==> src/rtl/secuenciador_suma.sv <==
// secuenciador_suma: accumulates NTAPS signed operands through a shared external saturating adder.
// Optional sticky saturation flag enabled by defining SECUENCIADOR_SAT_EN.
module secuenciador_suma #(
  parameter int largo = 24,
  parameter int NTAPS = 4
) (
  input  logic           clk,
  input  logic           reset,
  input  logic           start,
  input  logic [largo:0] in_data,
  input  logic           in_valid,
  output logic           in_ready,
  output logic [largo:0] suma_a,
  output logic [largo:0] suma_b,
  input  logic [largo:0] suma_y,
  output logic [largo:0] resultado,
  output logic           out_valid,
  input  logic           out_ack,
  output logic           busy,
  output logic           sat
);
  localparam int CW = $clog2(NTAPS);
  localparam logic [CW-1:0] last = CW'(NTAPS - 1);
  typedef enum logic [1:0] {IDLE, ACUM, DONE} state_t;
  state_t state, next;
  logic [largo:0] acc;
  logic [CW-1:0] cnt;
  logic beat, run;
  assign beat = state == ACUM && in_valid;
  assign run = start && (state == IDLE || (state == DONE && out_ack));
`ifdef SECUENCIADOR_SAT_EN
  logic sat_r, ovf;
  // the external adder clamps symmetrically, so either rail with like-signed operands means it clipped
  assign ovf = beat && suma_a[largo] == suma_b[largo] &&
               (suma_y == {1'b0, {largo{1'b1}}} || suma_y == {1'b1, {(largo-1){1'b0}}, 1'b1});
  always_ff @(posedge clk)
    if (reset || run) sat_r <= 1'b0;
    else if (ovf) sat_r <= 1'b1;
  assign sat = sat_r;
`else
  assign sat = 1'b0;
`endif
  always_ff @(posedge clk) begin
    if (reset) begin
      state <= IDLE;
      acc   <= '0;
      cnt   <= '0;
    end else begin
      state <= next;
      if (run) begin
        acc <= '0;
        cnt <= '0;
      end else if (beat) begin
        acc <= suma_y;
        cnt <= cnt + 1'b1;
      end
    end
  end
  always_comb begin
    next = run ? ACUM :
           (beat && cnt == last) ? DONE :
           (state == DONE && out_ack) ? IDLE : state;
  end
  always_comb begin
    in_ready  = state == ACUM;
    out_valid = state == DONE;
    busy      = state != IDLE;
    suma_a    = in_ready ? acc : '0;
    suma_b    = in_ready ? in_data : '0;
    resultado = out_valid ? acc : '0;
  end
endmodule

==> config.mk <==
export PLATFORM = sky130hd
export DESIGN_NAME = secuenciador_suma
export DESIGN_NICKNAME = d
export VERILOG_FILES = /design/src/rtl/secuenciador_suma.sv
export SDC_FILE = /design/constraint.sdc
export NUM_CORES = 1
export LEC_CHECK = 0
export CAP_MARGIN = 40
export CORE_UTILIZATION = 34
export CTS_CLUSTER_SIZE = 14
export DETAILED_ROUTE_END_ITERATION = 12
export GPL_TIMING_DRIVEN = 0
export MAX_ROUTING_LAYER = met4
export PLACE_DENSITY = 0.82
export SLEW_MARGIN = 20
export SYNTH_ARGS = -nofsm -noshare
export SYNTH_HDL_FRONTEND = slang
export SYNTH_SLANG_ARGS = --single-unit
==> constraint.sdc <==
create_clock -name clk -period 2.2 [get_ports clk]
set_clock_uncertainty 0.1 [all_clocks]
set_input_delay 0.22 -clock clk [delete_from_list [all_inputs] [get_ports clk]]
set_output_delay 0.22 -clock clk [all_outputs]
set_load 0.005 [all_outputs]
# Word-level counts from Yosys, hierarchy flattened
# Cells that the tools add are included.
# totals
ff_bits	29
in_bits	55
output_inout_bits	79
# classes
n_addsub	1
n_eq_ne	3
mux	6
reduce_logical	10
# ops
cell	count
two-way mux 25 bit	3
== test 2 bit, second input constant	2
logical AND 1 bit	4
two-way mux 2 bit	2
nonzero test 2 bit	2
nonzero test 3 bit	1
adder 2 x 1 -> 2 bit, second input constant	1
== test 2 x 1 -> 1 bit, second input constant	1
zero test 2 bit	1
OR reduction 2 bit	1
logical OR 1 bit	1
two-way mux 1 bit	1

# Longest topological paths before layout
# Gate-level depths: netlist (run 1).
# logic_depth
word_depth	5
ltp_mapped	5

# Least setup slack after synthesis (run 1)
# Ideal clock, no wire load.
# synth_timing
kind	register -> output
start	register state[0]
end	output port suma_a[0]
t_arrival_ns	1.028
required_time_ns	1.880
setup_slack_ns	0.852
stages_incl_launch_ff	5
n_path_buf	1
cell_sequence	dfxtp_1 -> inv_1 -> nor2_1 -> clkbuf_1 -> and2_1
# synth_via
elab_chain_cells	2
# synth_lines
item	line	rtl
from (decl)	25	state_t state, next;
from (signal assigned)	49	state <= next;
== test 2 x 1 -> 1 bit	65	in_ready = state == ACUM;
two-way mux 25 bit	68	suma_a = in_ready ? acc : '0;
to (decl)	13	output logic [largo:0] suma_a,
# No other way between the ends.

# Worst setup path in the final report (run 1)
# layout_timing
start	register state[0]
end	output port suma_a[7]
# The elaborated chain is that of the path after synthesis.

==> summary.md, run 1 <==
| Metric | Value |
|---|---|
| Status | finished clean |
| Area of the multi-input gates | approximately 900 um^2 |
| Cell count after synthesis | 216 |
| Routed WL per cell | between 10 and 15 um |
| Commonest non-fill, non-tap cells in the layout | 132 x clkdlybuf4s50_1, 75 x and2_1, 53 x nand2_1 |
| Synthesized net count | approximately 270 |
| Detailed placer's ending HPWL | 4030 um |
| Static leakage | about 1.2 nW |
| Critical Path Sink Type | output port |
| Min cycle time layout | 2.09 ns |
| Final Hold Vio Count | 0 |
| Clock buffer depth | 2 |
| Max Cap Violations | 0 |
| Worst Path Required | roughly 1.9 ns |
| Commonest non-fill, non-tap cell in the layout | clkdlybuf4s50_1 |
| Delay-heaviest family, CP | buffers and inverters |
| Critical Path Fanout Max | 10 |
| Fin crit share | a little over nine tenths |
| RSZ-0062 raised after global routing | false |
| Synth Warn # | 0 |
| Share of post-route cells with drive strength above 1 | 7.56% |
| Routed WL | slightly above 5000 um |
| CP bufs+invs | 3 |
| Setup TNS | 0 ns |
| Die height | between 60 and 70 um |
| # diodes | 0 |
| Pins Over Slew Limit | 0 |
| Max VDD drop | around 0.33 mV |
| CTS tree | yes |
| Initial DRC count | 73 |
| CTS clk-pin slew, worst paths | 0.06 ns |
| Vias per cell | between 4 and 5 |
| Port bufs | approximately 130 |
| Initial cell density of the core | a little over a third |
| DIE WIDTH | roughly 70 um |
| Register area | between 500 and 600 um^2 |
| Die area | around 4900 um^2 |
| Area Overhead vs Synth | 96.6% |
| Fillcell total | about 380 |
| Core area | 4380 um^2 |
| CP Cell Sequence | inv_1 -> nor2_4 -> buf_4 -> and2_1 -> clkdlybuf4s50_1 |
| Final setup margin | around 0.11 ns |
| Power Density | between 300 and 400 nW/um^2 |
| Mapped Area | 1570 um^2 |
| Number of cell rows | 24 |
| Dpl ws | -0.167 ns |
| Synth cell types | 21 |
| Fmax | about 480 MHz |
| First-pass GRT wire length | 8400 um |
| Setup Crit Path Kind | flip-flop to output port |
| CP Launch Type | flip-flop |
| Crit-path max cell delay | 0.52 ns |
| Gr ovfl total | 0 |
| GRT Total Usage | a little over a fifth |
| Synth Area per Inst | 7.26 um^2 |
| Post-route cell area | between 3000 and 4000 um^2 |
| Skew-Pair Late Insertion Delay | between 0.2 and 0.3 ns |
| DP Area | 2960 um^2 |
| Ports | between 100 and 150 |
| Routed Antenna Nets | 0 |
| #FFs+latches synth | 29 |
| Min-Delay Path Class | flip-flop to flip-flop |
| DR vias | around 1900 |
| DRC Markers | 0 |
| Clock root cell | clkbuf_8 |
| Detailed Routing Iterations Pass 1 | 4 |
| Sequential fraction of the synthesis area | between 30% and 40% |
| Critical Path AT | about 1.8 ns |
| Final Setup Violations | 0 |
| CTS buffer count | 5 |
| Nets | between 400 and 500 |
| Crit path max-delay cell type | clkdlybuf4s50_1 |
| Vias in the first global route | ~1700 |
| Sink Count | 29 |
| Largest net degree at the start of global routing | 11 |
| CTS HTree Levels | 2 |
| Gpl congestion | slightly below 0.8 |
| Initial antenna violation count | 0 |
state kept, by name, summed over array words and instances (netlist names):
signal and count:
state 2, cnt 2, acc 25
worst reg2reg max path, cell delays in order (launching register included):
cell and delay [ns]:
dfxtp_2 0.35, and3b_1 0.24, clkbuf_1 0.38, nand2_1 0.12, a21oi_1 0.15
power breakdown:
group / internal (mW) / switching (mW) / leakage (nW)
sequential: 0.540 / 0.0104 / 0.236
clock: 0.224 / 0.187 / 0.0395
combinational: 0.178 / 0.0917 / 0.887
total: 0.942 / 0.289 / 1.16
Yosys cell counts:
master,n,area (um^2)
buf_4,2,15.0
buf_6,1,11.3
nand2_1,53,199
a21oi_1,28,140
dfxtp_1,29,581
a31o_2,1,8.76
buf_2,7,35.0
nor2b_1,1,6.26
nand3b_1,1,7.51
conb_1,1,3.75
and2_1,75,469
clkbuf_1,6,22.5
xnor2_1,1,8.76
nor2_1,2,7.51
and3b_1,1,8.76
ha_1,1,12.5
or2_2,1,6.26
inv_1,2,7.51
nand2b_1,1,6.26
o21ai_0,1,5.00
a211oi_1,1,7.51
what timing repair did:
action | CTS | global route
hold buffers | 0 | 0
pin swaps | 0 | 1
gates resized for setup | 13 | 11
setup endpoints to repair | 76 | 61
setup buffers | 1 | 0
final timing paths:
path                            depth (start not counted)  slack (ns)     start   endpoint
worst min-delay path                                    2        0.36   acc[21]    acc[21]
worst max-delay path                                    5        0.11  state[0]  suma_a[7]
worst max register to register                          4        0.79  state[1]     acc[7]
worst min register to register                          2        0.36   acc[21]    acc[21]
logic make-up (layout without fill, tap and decap cells):
| logic type | Yosys count | count (layout) | share of synthesized area [%] |
|---|---|---|---|
| buffers and inverters | 18 | 159 | 5.82 |
| XOR/XNOR | 1 | 1 | 0.558 |
| AO/OA/AOI/OAI | 31 | 31 | 10.3 |
| flip-flops | 29 | 29 | 37.0 |
| other | 1 | 1 | 0.239 |
| adder cells (fa/ha/maj) | 1 | 1 | 0.797 |
| AND/OR/NAND/NOR | 135 | 135 | 45.3 |
area by class of cell:
| cell class | instances | area share, % |
|---|---|---|
| buffer | 16 | 3.41 |
| clock buffer | 8 | 2.60 |
| inverter | 2 | 0.243 |
| multi-input combinational | 169 | 29.6 |
| sequential | 29 | 19.0 |
| tap | 52 | 2.11 |
| timing repair buffer | 133 | 43.1 |
per-stage QoR:
stage                     std cells  total power, mW  hold slack (ns)  util (%)
final                           409             1.23            0.358      70.3
after global routing            409             1.28            0.388      70.3
after CTS                       409             1.23            0.359      70.1
after detailed placement        400            0.827            0.351      67.4
after global placement          400            0.823            0.346      67.4
after floorplan                 216            0.647            0.193         -
metal layers:
layer | wire, um | track usage (%) | up-vias
li1 | - | - | 953
met1 | 2050 | 23.1 | 848
met2 | 2630 | 39.3 | 82
met3 | 400 | 5.63 | 8
met4 | 86 | 7.11 | 0
met5 | 0 | - | -
Power figures use the tool's default switching activity.
==> run 2: changes to the inputs <==
--- a/config.mk
+++ b/config.mk
@@ -9,9 +9,8 @@
 export CORE_UTILIZATION = 34
 export CTS_CLUSTER_SIZE = 14
 export DETAILED_ROUTE_END_ITERATION = 12
-export GPL_TIMING_DRIVEN = 0
 export MAX_ROUTING_LAYER = met4
-export PLACE_DENSITY = 0.82
+export PLACE_DENSITY = 0.85
 export SLEW_MARGIN = 20
 export SYNTH_ARGS = -nofsm -noshare
 export SYNTH_HDL_FRONTEND = slang
==> run 2 against run 1 <==
Utilization decreased by 0.63 points. Fmax decreased by 0.12%. Sequential power about the same. Via count decreased by 4.1%. Combinational power decreased by 4%. Largest cell class unchanged.
==> summary.md, run 2 (same netlist as run 1, synthesis figures left out) <==
| Metric | Value |
|---|---|
| CP Cell Sequence | inv_1 -> nor2_2 -> buf_12 -> and2_1 -> clkdlybuf4s50_1 |
| Hold_buf cts | 0 |
| Static leakage | ~1.1 nW |
| RSZ-0062 raised after global routing | false |
| Power share of the combinational group | 19.1% |
| WL met2 | 2410 um |
| R2r startpoint | state[1] |
| Max layer used | met4 |
| Die area | approximately 5000 um^2 |
| Fmax | roughly 480 MHz |
| Nets | roughly 400 |
| Largest net degree at the start of global routing | 38 |
| CTS buffer count | 5 |
| CTS clk-pin slew, worst paths | roughly 0.06 ns |
| Fin crit share | 95.2% |
| Hold_sp | acc[18] |
| Min-Delay Path Class | flip-flop to flip-flop |
| NetSw | roughly 0.28 mW |
| Crit-path max cell delay | 0.54 ns |
| Detailed placer's ending HPWL | between 3000 and 4000 um |
| Gpl congestion | 0.836 |
| Share of post-route cells with drive strength above 1 | 5.19% |
| Clk pwr share | around 40% |
| CTS HTree Levels | 2 |
| Slew @ Worst Pin | around 0.60 ns |
| Min-Delay Endpoint | acc[18] |
| Ports | around 130 |
| CP Launch Type | flip-flop |
| Core area | approximately 4400 um^2 |
| Pins Over Slew Limit | 0 |
| # diodes | 0 |
| Area Overhead vs Synth | 94.8% |
| Fraction of power spent switching nets | a little over 20% |
| Critical Path AT | between 1.5 and 2 ns |
| Initial DRC count | 91 |
| Final Hold Vio Count | 0 |
| Met1 WL | approximately 1900 um |
| Initial antenna violation count | 0 |
| DRC Markers | 0 |
| Clock buffer depth | 2 |
| Final Setup Violations | 0 |
| Routed WL | between 4000 and 5000 um |
| Worst Path Required | around 1.9 ns |
| Relative slew slack | roughly 60% |
| Reg2Reg Depth | 4 |
| Sequential Power Share | 40.3% |
| P_int | about 1.1 mW |
| Commonest non-fill, non-tap cell in the layout | clkdlybuf4s50_1 |
| Status | finished clean |
| Port bufs | 132 |
| Routed Antenna Nets | 0 |
| DIE WIDTH | roughly 70 um |
| CTS tree | yes |
| Power Density | about 450 nW/um^2 |
| Max Cap Violations | 0 |
| DR vias | 1814 |
| Critical Path Fanout Max | 37 |
| Vias in the first global route | about 1600 |
| Max reg flops | 25 |
| Routed WL per cell | roughly 12 um |
| First-pass GRT wire length | ~7700 um |
| Setup TNS | 0 ns |
| Clock root cell | clkbuf_8 |
| Max VDD drop | roughly 0.36 mV |
| Hold depth | 2 |
| Commonest non-fill, non-tap cells in the layout | 132 x clkdlybuf4s50_1, 75 x and2_1, 53 x nand2_1 |
| Number of cell rows | 24 |
| Initial cell density of the core | between 30% and 40% |
| Die height | approximately 70 um |
| Fillcell total | 374 |
| Crit path max-delay cell type | clkdlybuf4s50_1 |
| Reg-to-reg setup timing slack | around 0.73 ns |
| Critical Path Sink Type | output port |
| Metal3 WL | around 440 um |
| Skew-Pair Late Insertion Delay | between 0.2 and 0.3 ns |
| Util after Layout | between 60 and 70% |
| Sink Count | 29 |
| Biggest registers after layout | acc x25, cnt x2, state x2 |
| Vias per cell | between 4 and 5 |
| R2r endpoint | acc[6] |
| Gr ovfl total | 0 |
| Setup Crit Path Kind | flip-flop to output port |
| Detailed Routing Iterations Pass 1 | 4 |
| Top reg by flops | acc |
| GRT Total Usage | about a fifth |
| Min cycle time layout | between 2 and 2.5 ns |
==> run 2: worst max-delay path, delay by kind of cell, from the launching register on <==
| kind | cells | cell delay, ns |
|---|---|---|
| flip-flops | 1 | 0.37 |
| AND/OR/NAND/NOR | 2 | 0.33 |
| buffers and inverters | 3 | 0.80 |
==> run 2: area by class of cell <==
class | instances | area [um^2] | area share [%]
repair buffers | 139 | 1390 | 45.4
flip-flops and latches | 29 | 582 | 19.0
well taps | 52 | 65.1 | 2.13
multi-input cells | 169 | 900 | 29.4
clock buffers | 7 | 86.3 | 2.82
clock inverters | 1 | 30.0 | 0.982
inverters | 2 | 7.51 | 0.246
==> run 2: per-layer routing <==
| layer | track usage [%] | up-vias |
|---|---|---|
| met5 | - | - |
| met4 | 8.22 | 0 |
| met3 | 6.64 | 11 |
| met2 | 35.3 | 81 |
| met1 | 21.4 | 795 |
| li1 | - | 927 |
==> run 2: repair_timing <==
| item | 4_1_cts | 5_1_grt |
|---|---|---|
| endpoints found under the setup margin | 0 | 50 |
| setup buffers | 0 | 0 |
| gates resized for setup | 0 | 1 |
| endpoints found under the hold margin | 0 | 0 |
==> run 2: how the worst max path moves through the flow <==
stage,cells past startpoint,from,to
CTS,5,state[0],suma_b[9]
finish,5,state[0],suma_b[9]
detailed placement,5,state[0],suma_b[9]
global placement,5,state[0],suma_b[9]
global route,5,state[0],suma_b[9]
floorplan,4,state[0],suma_a[0]
==> run 2: power by group through the flow <==
stage | clock (mW) | sequential, mW | combinational (mW)
2_1_floorplan | 0 | 0.558 | 0.0886
3_3_place_gp | 0 | 0.561 | 0.259
3_5_place_dp | 0 | 0.562 | 0.262
4_1_cts | 0.572 | 0.550 | 0.263
5_1_grt | 0.592 | 0.552 | 0.284
6_report | 0.554 | 0.550 | 0.260
==> run 2: per-stage QoR <==
step,total power [mW],std cells,setup WS (ns),hold slack (ns),area (um^2)
2_1_floorplan,0.647,216,0.852,0.193,1570
3_3_place_gp,0.820,391,0.378,0.346,2940
3_5_place_dp,0.823,391,0.327,0.353,2940
4_1_cts,1.39,399,0.0190,0.362,3060
5_1_grt,1.43,399,0.0169,0.377,3060
6_report,1.36,399,0.105,0.359,3060
